### src/rtl/ext_pipe_if.sv
// ext_pipe_if: valid/ready request and response bundle for ext_pipe.
// slave is the block side; master is the producer/consumer side.
interface ext_pipe_if #(
    parameter int IN_W  = 16,
    parameter int OUT_W = 32,
    parameter int TAG_W = 5
);
    logic             in_valid;
    logic             in_ready;
    logic [IN_W-1:0]  in_imm;
    logic [1:0]       in_op;
    logic [TAG_W-1:0] in_tag;
    logic             out_valid;
    logic             out_ready;
    logic [OUT_W-1:0] out_data;
    logic [TAG_W-1:0] out_tag;

    modport slave (
        input  in_valid, in_imm, in_op, in_tag, out_ready,
        output in_ready, out_valid, out_data, out_tag
    );

    modport master (
        output in_valid, in_imm, in_op, in_tag, out_ready,
        input  in_ready, out_valid, out_data, out_tag
    );
endinterface

### src/rtl/ext_pipe.sv
// ext_pipe: pipelined immediate extender (zero / sign / load-upper / branch
// offset) with one cycle of latency between the decode stage and ID/EX.
// Build option EXT_PIPE_SKID_EN: two-entry skid buffer with a registered
// in_ready. Without it, a single register stage whose in_ready is
// combinational from out_ready.
// Widths must satisfy OUT_W >= IN_W + 2.
module ext_pipe #(
    parameter int IN_W  = 16,
    parameter int OUT_W = 32,
    parameter int TAG_W = 5
) (
    input  logic      clk,
    input  logic      reset_n,
    input  logic      flush,
    ext_pipe_if.slave bus
);
    localparam int E = OUT_W - IN_W;

    typedef struct packed {
        logic [OUT_W-1:0] data;
        logic [TAG_W-1:0] tag;
    } item_t;

    typedef enum logic [1:0] {
        S_EMPTY = 2'd0,
        S_ONE   = 2'd1
`ifdef EXT_PIPE_SKID_EN
        , S_TWO = 2'd2
`endif
    } state_t;

    // Extension happens at acceptance so the stored item is already final.
    function automatic logic [OUT_W-1:0] extend(input logic [IN_W-1:0] imm,
                                                input logic [1:0]      op);
        logic [OUT_W-1:0] sx;
        sx = {{E{imm[IN_W-1]}}, imm};
        case (op)
            2'd0:    return {{E{1'b0}}, imm};
            2'd1:    return sx;
            2'd2:    return {imm, {E{1'b0}}};
            default: return {sx[OUT_W-3:0], 2'b00};
        endcase
    endfunction

    state_t state_q, state_d;
    item_t  main_q, new_item;
    logic   acc, drn, ld_main_new;

    assign new_item = '{data: extend(bus.in_imm, bus.in_op), tag: bus.in_tag};

    assign acc = bus.in_valid && bus.in_ready;
    assign drn = (state_q != S_EMPTY) && bus.out_ready;

    assign bus.out_valid = (state_q != S_EMPTY);
    assign bus.out_data  = main_q.data;
    assign bus.out_tag   = main_q.tag;

`ifdef EXT_PIPE_SKID_EN
    item_t skid_q;
    logic  rdy_q, ld_main_skid, ld_skid;

    // in_ready is a flop so there is no path from out_ready to in_ready.
    always_ff @(posedge clk or negedge reset_n) begin
        if (!reset_n) rdy_q <= 1'b1;
        else          rdy_q <= (state_d != S_TWO);
    end
    assign bus.in_ready = rdy_q;
`else
    assign bus.in_ready = (state_q == S_EMPTY) || bus.out_ready;
`endif

    // State register.
    always_ff @(posedge clk or negedge reset_n) begin
        if (!reset_n) state_q <= S_EMPTY;
        else          state_q <= state_d;
    end

    // Next state: occupancy follows accepts and drains; flush wins over both.
    always_comb begin
        state_d = state_q;
        case (state_q)
            S_EMPTY: if (acc) state_d = S_ONE;
            S_ONE: begin
                if (!acc && drn)      state_d = S_EMPTY;
`ifdef EXT_PIPE_SKID_EN
                else if (acc && !drn) state_d = S_TWO;
`endif
            end
`ifdef EXT_PIPE_SKID_EN
            S_TWO:   if (drn) state_d = S_ONE;
`endif
            default: state_d = S_EMPTY;
        endcase
        if (flush) state_d = S_EMPTY;
    end

    // Register load enables derived from state and handshakes.
    always_comb begin
        ld_main_new = acc && ((state_q == S_EMPTY) || drn);
`ifdef EXT_PIPE_SKID_EN
        ld_main_skid = (state_q == S_TWO) && drn;
        ld_skid      = (state_q == S_ONE) && acc && !drn;
`endif
    end

    // Main register: new item when main is free or draining, else refill from skid.
    always_ff @(posedge clk or negedge reset_n) begin
        if (!reset_n)          main_q <= '0;
        else if (ld_main_new)  main_q <= new_item;
`ifdef EXT_PIPE_SKID_EN
        else if (ld_main_skid) main_q <= skid_q;
`endif
    end

`ifdef EXT_PIPE_SKID_EN
    // Skid register catches the item accepted while main is stalled.
    always_ff @(posedge clk or negedge reset_n) begin
        if (!reset_n)     skid_q <= '0;
        else if (ld_skid) skid_q <= new_item;
    end
`endif
endmodule

### src/flat_wrapper.sv
// flat-port wrapper written by rule: the top's interface ports become plain ports
module ext_pipe_flat 
#(
    parameter int IN_W  = 16,
    parameter int OUT_W = 32,
    parameter int TAG_W = 5
)
  (clk, reset_n, flush, bus_in_valid, bus_in_imm, bus_in_op, bus_in_tag, bus_out_ready, bus_in_ready, bus_out_valid, bus_out_data, bus_out_tag);
  ext_pipe_if #(.IN_W(IN_W), .OUT_W(OUT_W), .TAG_W(TAG_W)) bus_i ();
  input  logic clk;
  input  logic reset_n;
  input  logic flush;
  input wire logic [$bits(bus_i.in_valid)-1:0] bus_in_valid;
  input wire logic [$bits(bus_i.in_imm)-1:0] bus_in_imm;
  input wire logic [$bits(bus_i.in_op)-1:0] bus_in_op;
  input wire logic [$bits(bus_i.in_tag)-1:0] bus_in_tag;
  input wire logic [$bits(bus_i.out_ready)-1:0] bus_out_ready;
  output wire logic [$bits(bus_i.in_ready)-1:0] bus_in_ready;
  output wire logic [$bits(bus_i.out_valid)-1:0] bus_out_valid;
  output wire logic [$bits(bus_i.out_data)-1:0] bus_out_data;
  output wire logic [$bits(bus_i.out_tag)-1:0] bus_out_tag;
  assign bus_i.in_valid = bus_in_valid;
  assign bus_i.in_imm = bus_in_imm;
  assign bus_i.in_op = bus_in_op;
  assign bus_i.in_tag = bus_in_tag;
  assign bus_i.out_ready = bus_out_ready;
  assign bus_in_ready = bus_i.in_ready;
  assign bus_out_valid = bus_i.out_valid;
  assign bus_out_data = bus_i.out_data;
  assign bus_out_tag = bus_i.out_tag;
  ext_pipe #(.IN_W(IN_W), .OUT_W(OUT_W), .TAG_W(TAG_W)) u_core (.clk(clk), .reset_n(reset_n), .flush(flush), .bus(bus_i));
endmodule
### config.mk
export PLATFORM = sky130hd
export DESIGN_NAME = ext_pipe_flat
export DESIGN_NICKNAME = d
export VERILOG_FILES = /design/src/rtl/ext_pipe_if.sv /design/src/rtl/ext_pipe.sv /design/src/flat_wrapper.sv
export SDC_FILE = /design/constraint.sdc
export NUM_CORES = 1
export LEC_CHECK = 0
export ABC_AREA = 0
export BUFFER_PORTS_ARGS = -buffer_cell sky130_fd_sc_hd__buf_2
export CAP_MARGIN = 20
export CELL_PAD_IN_SITES_DETAIL_PLACEMENT = 0
export CELL_PAD_IN_SITES_GLOBAL_PLACEMENT = 1
export CORE_ASPECT_RATIO = 1.1
export CORE_MARGIN = 3
export CORE_UTILIZATION = 30
export DETAILED_ROUTE_END_ITERATION = 10
export PLACE_DENSITY_LB_ADDON = 0.08
export RECOVER_POWER = 25
export SLEW_MARGIN = 10
export SYNTH_ARGS = -nofsm -noshare
export SYNTH_HDL_FRONTEND = slang
export SYNTH_SLANG_ARGS = --single-unit
### constraint.sdc
create_clock -name clk -period 2.15 [get_ports clk]
set_input_delay 0.1075 -clock clk [delete_from_list [all_inputs] [get_ports clk]]
set_output_delay 0.1075 -clock clk [all_outputs]
set_load 0.01 [all_outputs]
==> results of run 1 <==
[layout by cell type (no fill, tap or decap)]
master and count:
nand2b_4 1, dlygate4sd3_1 2, bufinv_16 2, clkbuf_8 6
a21oi_2 10, a21oi_1 76, mux2i_1 1, buf_4 5
o21ai_1 1, dfrtp_1 38, clkbuf_1 28, nor2b_1 17
mux2_2 2, a31oi_1 1, mux2_1 6, buf_2 38
and2_1 3, inv_1 2, o2111ai_1 1
[critical path: stages (launching register included)]
cell,delay (ps)
dfrtp_1,410
nand2b_4,80
and2_1,400
buf_4,320
a21oi_1,100
[flip-flops by register name, summed over array words and instances, names as in the netlist]
signal,count
u_core.bus.out_tag,5
u_core.bus.out_data,32
u_core.state_q,1
[report_power, final]
group,leakage (uW),switching [uW],internal [uW],total (uW)
registers,0.000445,48.2,804,853
logic,0.000449,225,145,371
clock network,0.0000714,252,495,747
total,0.000966,526,1440,1970
[layout make-up]
class / instances / area [um2] / share of cell area
Timing Repair Buffer: 73 / 353 / 0.155
Multi-Input combinational cell: 119 / 727 / 0.320
Sequential cell: 38 / 951 / 0.418
Inverter: 2 / 7.51 / 0.00330
Clock inverter: 2 / 60.1 / 0.0264
Clock buffer: 6 / 82.6 / 0.0363
Tap cell: 75 / 93.8 / 0.0413
[how the worst max path moves through the flow]
| stage | end | slack, ps | depth (start not counted) | startpoint |
|---|---|---|---|---|
| after floorplan | u_core.bus.out_data[10] | 920 | 6 | u_core.state_q[0] |
| after global placement | u_core.bus.out_data[25] | 790 | 4 | u_core.state_q[0] |
| after detailed placement | u_core.bus.out_data[23] | 710 | 4 | u_core.state_q[0] |
| after CTS | u_core.bus.out_data[23] | 710 | 4 | u_core.state_q[0] |
| after global routing | u_core.bus.out_data[23] | 640 | 4 | u_core.state_q[0] |
| final | u_core.bus.out_data[23] | 730 | 4 | u_core.state_q[0] |
[kinds of logic (layout without fill, tap and decap cells)]
family,count (synthesis),in the layout,synth area share
mux,9,9,0.0566
flops,38,38,0.537
buf+inv,17,83,0.0516
simple gates,21,21,0.0785
compound gates,89,89,0.276
[per-layer routing]
layer,vias to the layer above,GRT usage,part of all wire
li1,740,-,-
met4,0,0.0484,0.015
met3,9,0.0374,0.054
met1,743,0.207,0.46
met5,-,0,0
met2,52,0.247,0.47
[stage by stage]
stage | area [um2] | cells | utilization
after global placement | 2150 | 305 | 0.388
after global routing | 2270 | 315 | 0.411
after floorplan | 1770 | 174 | -
final | 2270 | 315 | 0.411
after detailed placement | 2150 | 305 | 0.388
after CTS | 2310 | 315 | 0.417
==> summary.txt, run 1 <==
Timing
  • # setup viols final: 0
  • Final hold slack: 36.2 ps
  • Tcrit/Tclk final: 0.662
  • Least-Margin Pin Slew: 855 ps
  • Fin. Hold Viols: 0
  • RSZ-0062 raised after global routing: false
  • Final setup TNS: 0 ps
  • Slew HR: 0.430
  • Max Fclk: 703 MHz
  • Final min period: 1420 ps
  • Pins over their slew limit: 0
  • Final worst slack: 727 ps
  • Skew final: 5.12 ps

Logic synthesis
  • Synth top area share: 0.537
  • Number of synthesized flops with an enable pin: 0
  • Unique cell type count in the Yosys netlist: 16
  • Most common cell in the netlist: a21oi_1
  • Synth top area cells: dfrtp_1 54%, a21oi_1 21%, nor2b_1 6.0%, a21oi_2 5.0%, mux2_1 3.8%
  • Post-Syn Area: 1770 um2
  • Yosys reg bits: 38
  • Mapped Avg Cell Area: 10.2 um2
  • Asr flop ratio synth: 1.00
  • Predominant post-synthesis flop cell: dfrtp_1
  • Top cell type by total area after synthesis: dfrtp_1
  • Mapped Nets: 202
  • Most common library cells after synthesis: 76 x a21oi_1, 38 x dfrtp_1, 17 x nor2b_1
  • Cells after synthesis: 174
  • Sequential-to-total area share from yosys stat: 0.537
  • YS warnings: 0

Critical path
  • Reg-to-reg startpoint: u_core.state_q[0]
  • Reg2reg end: u_core.bus.out_data[23]
  • Critical path class: reg2reg
  • Crit path required time: 2310 ps
  • Worst Setup End Kind: flop
  • Crit start category: flop
  • Worst reg2reg setup slack: 730 ps
  • CP arrival: 1590 ps
  • Crit path max fanout: 14
  • Worst Reg-to-Reg Cells: 4

Clocking
  • CTS Hold Bufs: 2
  • # resized after CTS: 0
  • Clk sink count: 38
  • Postcts setup bufs: 0
  • CTS Buf Count: 5
  • CTS Buffer Depth: 2
  • Clock-pin slew on the worst setup and hold paths: 80 ps
  • CTS root buffer: clkbuf_8
  • CTS tree: yes
  • H-Tree Depth: 2
  • Worst-Skew Late Latency: 280 ps

Global routing
  • Vias in the first global route: 1609
  • Pin count of the biggest net entering global routing: 39
  • Total gr overflow: 0
  • Overall Global Routing Usage: 0.154
  • Antenna violations before repair: 0
  • First-pass GRT wire length: 8.25 mm

Run status
  • Status: finished, final reports clean

Flow run
  • Max-Cap Viols: 0

Route
  • Via density: 4.90
  • Antenna Violating Nets Remaining: 0
  • Vias: 1544
  • Total wire length: 4.95 mm
  • Initial DRC count: 61
  • Routed len/inst: 15.7 um
  • Drt drc: 0
  • Drt pass-1 iters: 4

Pwr
  • Maximum VDD drop: 304 uV
  • Total power divided by cell area: 866 nW/um2
  • Leak: 0.000966 uW
  • Pwr Total: 1970 uW

Worst hold path
  • Hold Path Origin: bus_in_tag[3]
  • Cells on Worst Hold Path: 2
  • WHS Endpoint: u_core.bus.out_tag[3]
  • Min-delay worst type: in2reg

Floorplanning
  • Initial core utilization: 0.320
  • Chip width: 79.2 um
  • I/O pins: 67
  • Die Height: 86.5 um
  • Die ar.: 6860 um2
  • Cell Rows: 28
  • Core area: 5540 um2

Placed design
  • IO buf count: 66
  • DP Worst Slack: 715 ps
  • RePlAce Congestion: 0.816
  • DP HPWL: 3.61 mm

Final layout
  • Share of cells above drive strength 1: 0.267
  • FILL cells: 619
  • Final nets: 267
  • Antenna diodes: 0
  • Area delta synth->final: 28.6%
(Power assumes the default switching activity.)
==> run 2, diff against run 1 <==
--- a/config.mk
+++ b/config.mk
@@ -5,7 +5,7 @@
 export SDC_FILE = /design/constraint.sdc
 export NUM_CORES = 1
 export LEC_CHECK = 0
-export ABC_AREA = 0
+export ABC_AREA = 1
 export BUFFER_PORTS_ARGS = -buffer_cell sky130_fd_sc_hd__buf_2
 export CAP_MARGIN = 20
 export CELL_PAD_IN_SITES_DETAIL_PLACEMENT = 0
==> constraint.sdc (replaced) <==
create_clock -name clk -period 1.35 [get_ports clk]
set_input_delay 0.0675 -clock clk [delete_from_list [all_inputs] [get_ports clk]]
set_output_delay 0.0675 -clock clk [all_outputs]
set_load 0.01 [all_outputs]
==> run 2 against run 1 <==
  * Clock skew down 2.8 ps
  * Non-clock buffer count up 7
  * Power up 49%
  * Fmax up 28%
  * Utilization down 1.2 points
  * Sequential power up 57%
  * Hold slack worse by 14 ps
  * Setup slack worse by 490 ps
  * Global-route usage down 0.53 points
  * Critical path depth up 2
  * Critical path type unchanged
  * Largest cell class unchanged
  * Highest routed layer unchanged
==> summary.txt, run 2 <==
Route
  • Met2 wire length: 2.51 mm (was 2.34 mm)
  • Metal3 WL: 300 um (was 266 um)
  • Vias: 1817 (was 1544)
  • Drt drc: 0 (unchanged)
  • Met1 wire length: 2.61 mm (was 2.27 mm)
  • Initial DRC count: 104 (was 61)
  • Routed len/inst: 13.8 um (was 15.7 um)
  • Max Used Layer: met4 (unchanged)
  • Total wire length: 5.49 mm (was 4.95 mm)
  • Antenna Violating Nets Remaining: 0 (unchanged)
  • Via density: 4.55 (was 4.90)
  • Drt pass-1 iters: 4 (unchanged)

Timing
  • Least-Margin Pin Slew: 537 ps (was 855 ps)
  • RSZ-0062 raised after global routing: false (unchanged)
  • Final min period: 1110 ps (was 1420 ps)
  • Slew HR: 0.642 (was 0.430)
  • Final setup TNS: 0 ps (unchanged)
  • Tcrit/Tclk final: 0.821 (was 0.662)
  • Pins over their slew limit: 0 (unchanged)
  • Max Fclk: 902 MHz (was 703 MHz)
  • # setup viols final: 0 (unchanged)
  • Skew final: 2.28 ps (was 5.12 ps)
  • Fin. Hold Viols: 0 (unchanged)

Clocking
  • CTS tree: yes (unchanged)
  • CTS Buf Count: 5 (unchanged)
  • CTS root buffer: clkbuf_8 (unchanged)
  • H-Tree Depth: 2 (unchanged)
  • Clock-pin slew on the worst setup and hold paths: 80 ps (about the same)
  • CTS Hold Bufs: 7 (was 2)
  • # resized after CTS: 0 (unchanged)
  • Postcts setup bufs: 0 (unchanged)
  • Clk sink count: 38 (unchanged)
  • CTS Buffer Depth: 2 (unchanged)
  • Worst-Skew Late Latency: 290 ps (was 280 ps)

Critical path
  • Crit start category: flop (unchanged)
  • Critical path class: reg2reg (unchanged)
  • CP arrival: 1340 ps (was 1590 ps)
  • Crit path max fanout: 30 (was 14)
  • Worst Setup End Kind: flop (unchanged)
  • Crit path required time: 1580 ps (was 2310 ps)

Floorplanning
  • Cell Rows: 30 (was 28)
  • Initial core utilization: 0.313 (was 0.320)
  • Die ar.: 7540 um2 (was 6860 um2)
  • Die Height: 90.8 um (was 86.5 um)
  • I/O pins: 67 (unchanged)
  • Chip width: 83.1 um (was 79.2 um)
  • Core area: 6270 um2 (was 5540 um2)

Logic synthesis
  • YS warnings: 0 (unchanged)
  • Predominant post-synthesis flop cell: dfrtp_1 (unchanged)
  • Top cell type by total area after synthesis: dfrtp_1 (unchanged)
  • Asr flop ratio synth: 1.00 (unchanged)
  • Mapped Nets: 276 (was 202)
  • Post-Syn Area: 1960 um2 (was 1770 um2)
  • Yosys reg bits: 38 (unchanged)
  • Synth top area share: 0.485 (was 0.537)
  • Sequential-to-total area share from yosys stat: 0.485 (was 0.537)
  • Number of synthesized flops with an enable pin: 0 (unchanged)
  • Most common cell in the netlist: nand2_1 (was a21oi_1)
  • Mapped Avg Cell Area: 7.90 um2 (was 10.2 um2)
  • Synth top area cells: dfrtp_1 49%, nand2_1 24%, nand3_1 8.2%, nand3_2 5.6%, buf_6 4.0% (was dfrtp_1 54%, a21oi_1 21%, nor2b_1 6.0%, a21oi_2 5.0%, mux2_1 3.8%)
  • Unique cell type count in the Yosys netlist: 15 (was 16)
  • Most common library cells after synthesis: 127 x nand2_1, 38 x dfrtp_1, 32 x nand3_1 (was 76 x a21oi_1, 38 x dfrtp_1, 17 x nor2b_1)
  • Cells after synthesis: 248 (was 174)

Final layout
  • Layout Cells excl Fill: 399 (was 315)
  • Most common cell after layout, fill and taps aside: nand2_1 (was a21oi_1)
  • Area delta synth->final: 27.7% (was 28.6%)
  • Most frequent cells in the layout: 128 x nand2_1, 65 x buf_2, 38 x dfrtp_1, 32 x nand3_1, 11 x nand3_2 (was 76 x a21oi_1, 38 x buf_2, 38 x dfrtp_1, 28 x clkbuf_1, 17 x nor2b_1)
  • Final nets: 346 (was 267)
  • Antenna diodes: 0 (unchanged)
  • Share of cells above drive strength 1: 0.304 (was 0.267)
  • FILL cells: 673 (was 619)
  • Max reg flops: 32 (unchanged)

Flow run
  • Max-Cap Viols: 0 (unchanged)

Global routing
  • Pin count of the biggest net entering global routing: 31 (was 39)
  • Vias in the first global route: 1812 (was 1609)
  • Overall Global Routing Usage: 0.149 (was 0.154)
  • Total gr overflow: 0 (unchanged)
  • Antenna violations before repair: 0 (unchanged)
  • First-pass GRT wire length: 9.21 mm (was 8.25 mm)

Worst hold path
  • Min-delay worst type: in2reg (unchanged)

Placed design
  • DP Cell Count: 384 (was 305)
  • IO buf count: 66 (unchanged)
  • DP HPWL: 4.02 mm (was 3.61 mm)
  • RePlAce Congestion: 0.812 (was 0.816)

Pwr
  • Switch share: 0.294 (was 0.267)
  • Maximum VDD drop: 619 uV (was 304 uV)
  • Seq pwr share: 0.457 (was 0.433)
  • Int Pwr: 2070 uW (was 1440 uW)
  • Logic pwr share: 0.217 (was 0.188)
  • P_sw: 861 uW (was 526 uW)
  • Leak: 0.00148 uW (was 0.000966 uW)
  • Total power divided by cell area: 1170 nW/um2 (was 866 nW/um2)
  • Clock power share: 0.326 (was 0.379)

Run status
  • Status: finished, final reports clean (unchanged)
## run 2: final cells by class
class / instances / area (um2) / share of cell area
Sequential cell: 38 / 951 / 0.380
Multi-Input combinational cell: 185 / 832 / 0.332
Timing Repair Buffer: 80 / 478 / 0.191
Tap cell: 80 / 100 / 0.0400
Clock buffer: 5 / 68.8 / 0.0275
Clock inverter: 3 / 40.0 / 0.0160
Inverter: 8 / 32.5 / 0.0130
## run 2: final timing paths
| path | from | to | slack, ps | depth (start not counted) |
|---|---|---|---|---|
| max in group asynchronous | reset_n | u_core.bus.out_data[26] | 570 | 3 |
| max | u_core.state_q[0] | u_core.bus.out_data[10] | 240 | 6 |
| min reg2reg | u_core.bus.out_data[23] | u_core.bus.out_data[23] | 470 | 2 |
| min in group asynchronous | reset_n | u_core.bus.out_tag[3] | 290 | 2 |
| min | bus_in_valid | u_core.state_q[0] | 20 | 3 |
| max reg2reg | u_core.state_q[0] | u_core.bus.out_data[10] | 240 | 6 |
## run 2: per-layer routing
layer  vias up  GRT usage
li1        919          -
met1       840      0.202
met2        53      0.238
met3         5     0.0347
met4         0     0.0409
met5         -          0
## run 2: worst max-delay path, cell delays in order, from the launching register on
cell and delay, ps:
dfrtp_1 380, nand2_1 110, nand2_2 80, inv_2 120
buf_12 190, o21ai_0 110, nand2_1 60
## run 2: logic make-up after synthesis
| group | count (synthesis) | synth area share |
|---|---|---|
| and+or+nand+nor | 175 | 0.400 |
| DFF | 38 | 0.485 |
| buffers and inverters | 25 | 0.0888 |
| AOI/OAI and AO/OA | 10 | 0.0255 |
## run 2: per-stage QoR
stage	power [uW]	worst slack (ps)	hold WS [ps]	utilization	cell area (um2)
floorplan	1720	329	-228	-	1960
global placement	2000	242	64.8	0.371	2330
detailed placement	2000	227	69.7	0.371	2330
CTS	2990	230	14.9	0.400	2500
global route	3120	99.4	20.3	0.399	2500
finish	2930	241	22.0	0.399	2500
## run 2: power groups by stage
stage | clock network, uW | registers, uW | logic, uW
after floorplan | 0 | 1430 | 289
after global placement | 0 | 1360 | 635
after detailed placement | 0 | 1360 | 637
after CTS | 990 | 1340 | 655
after global routing | 1040 | 1360 | 719
final | 957 | 1340 | 635
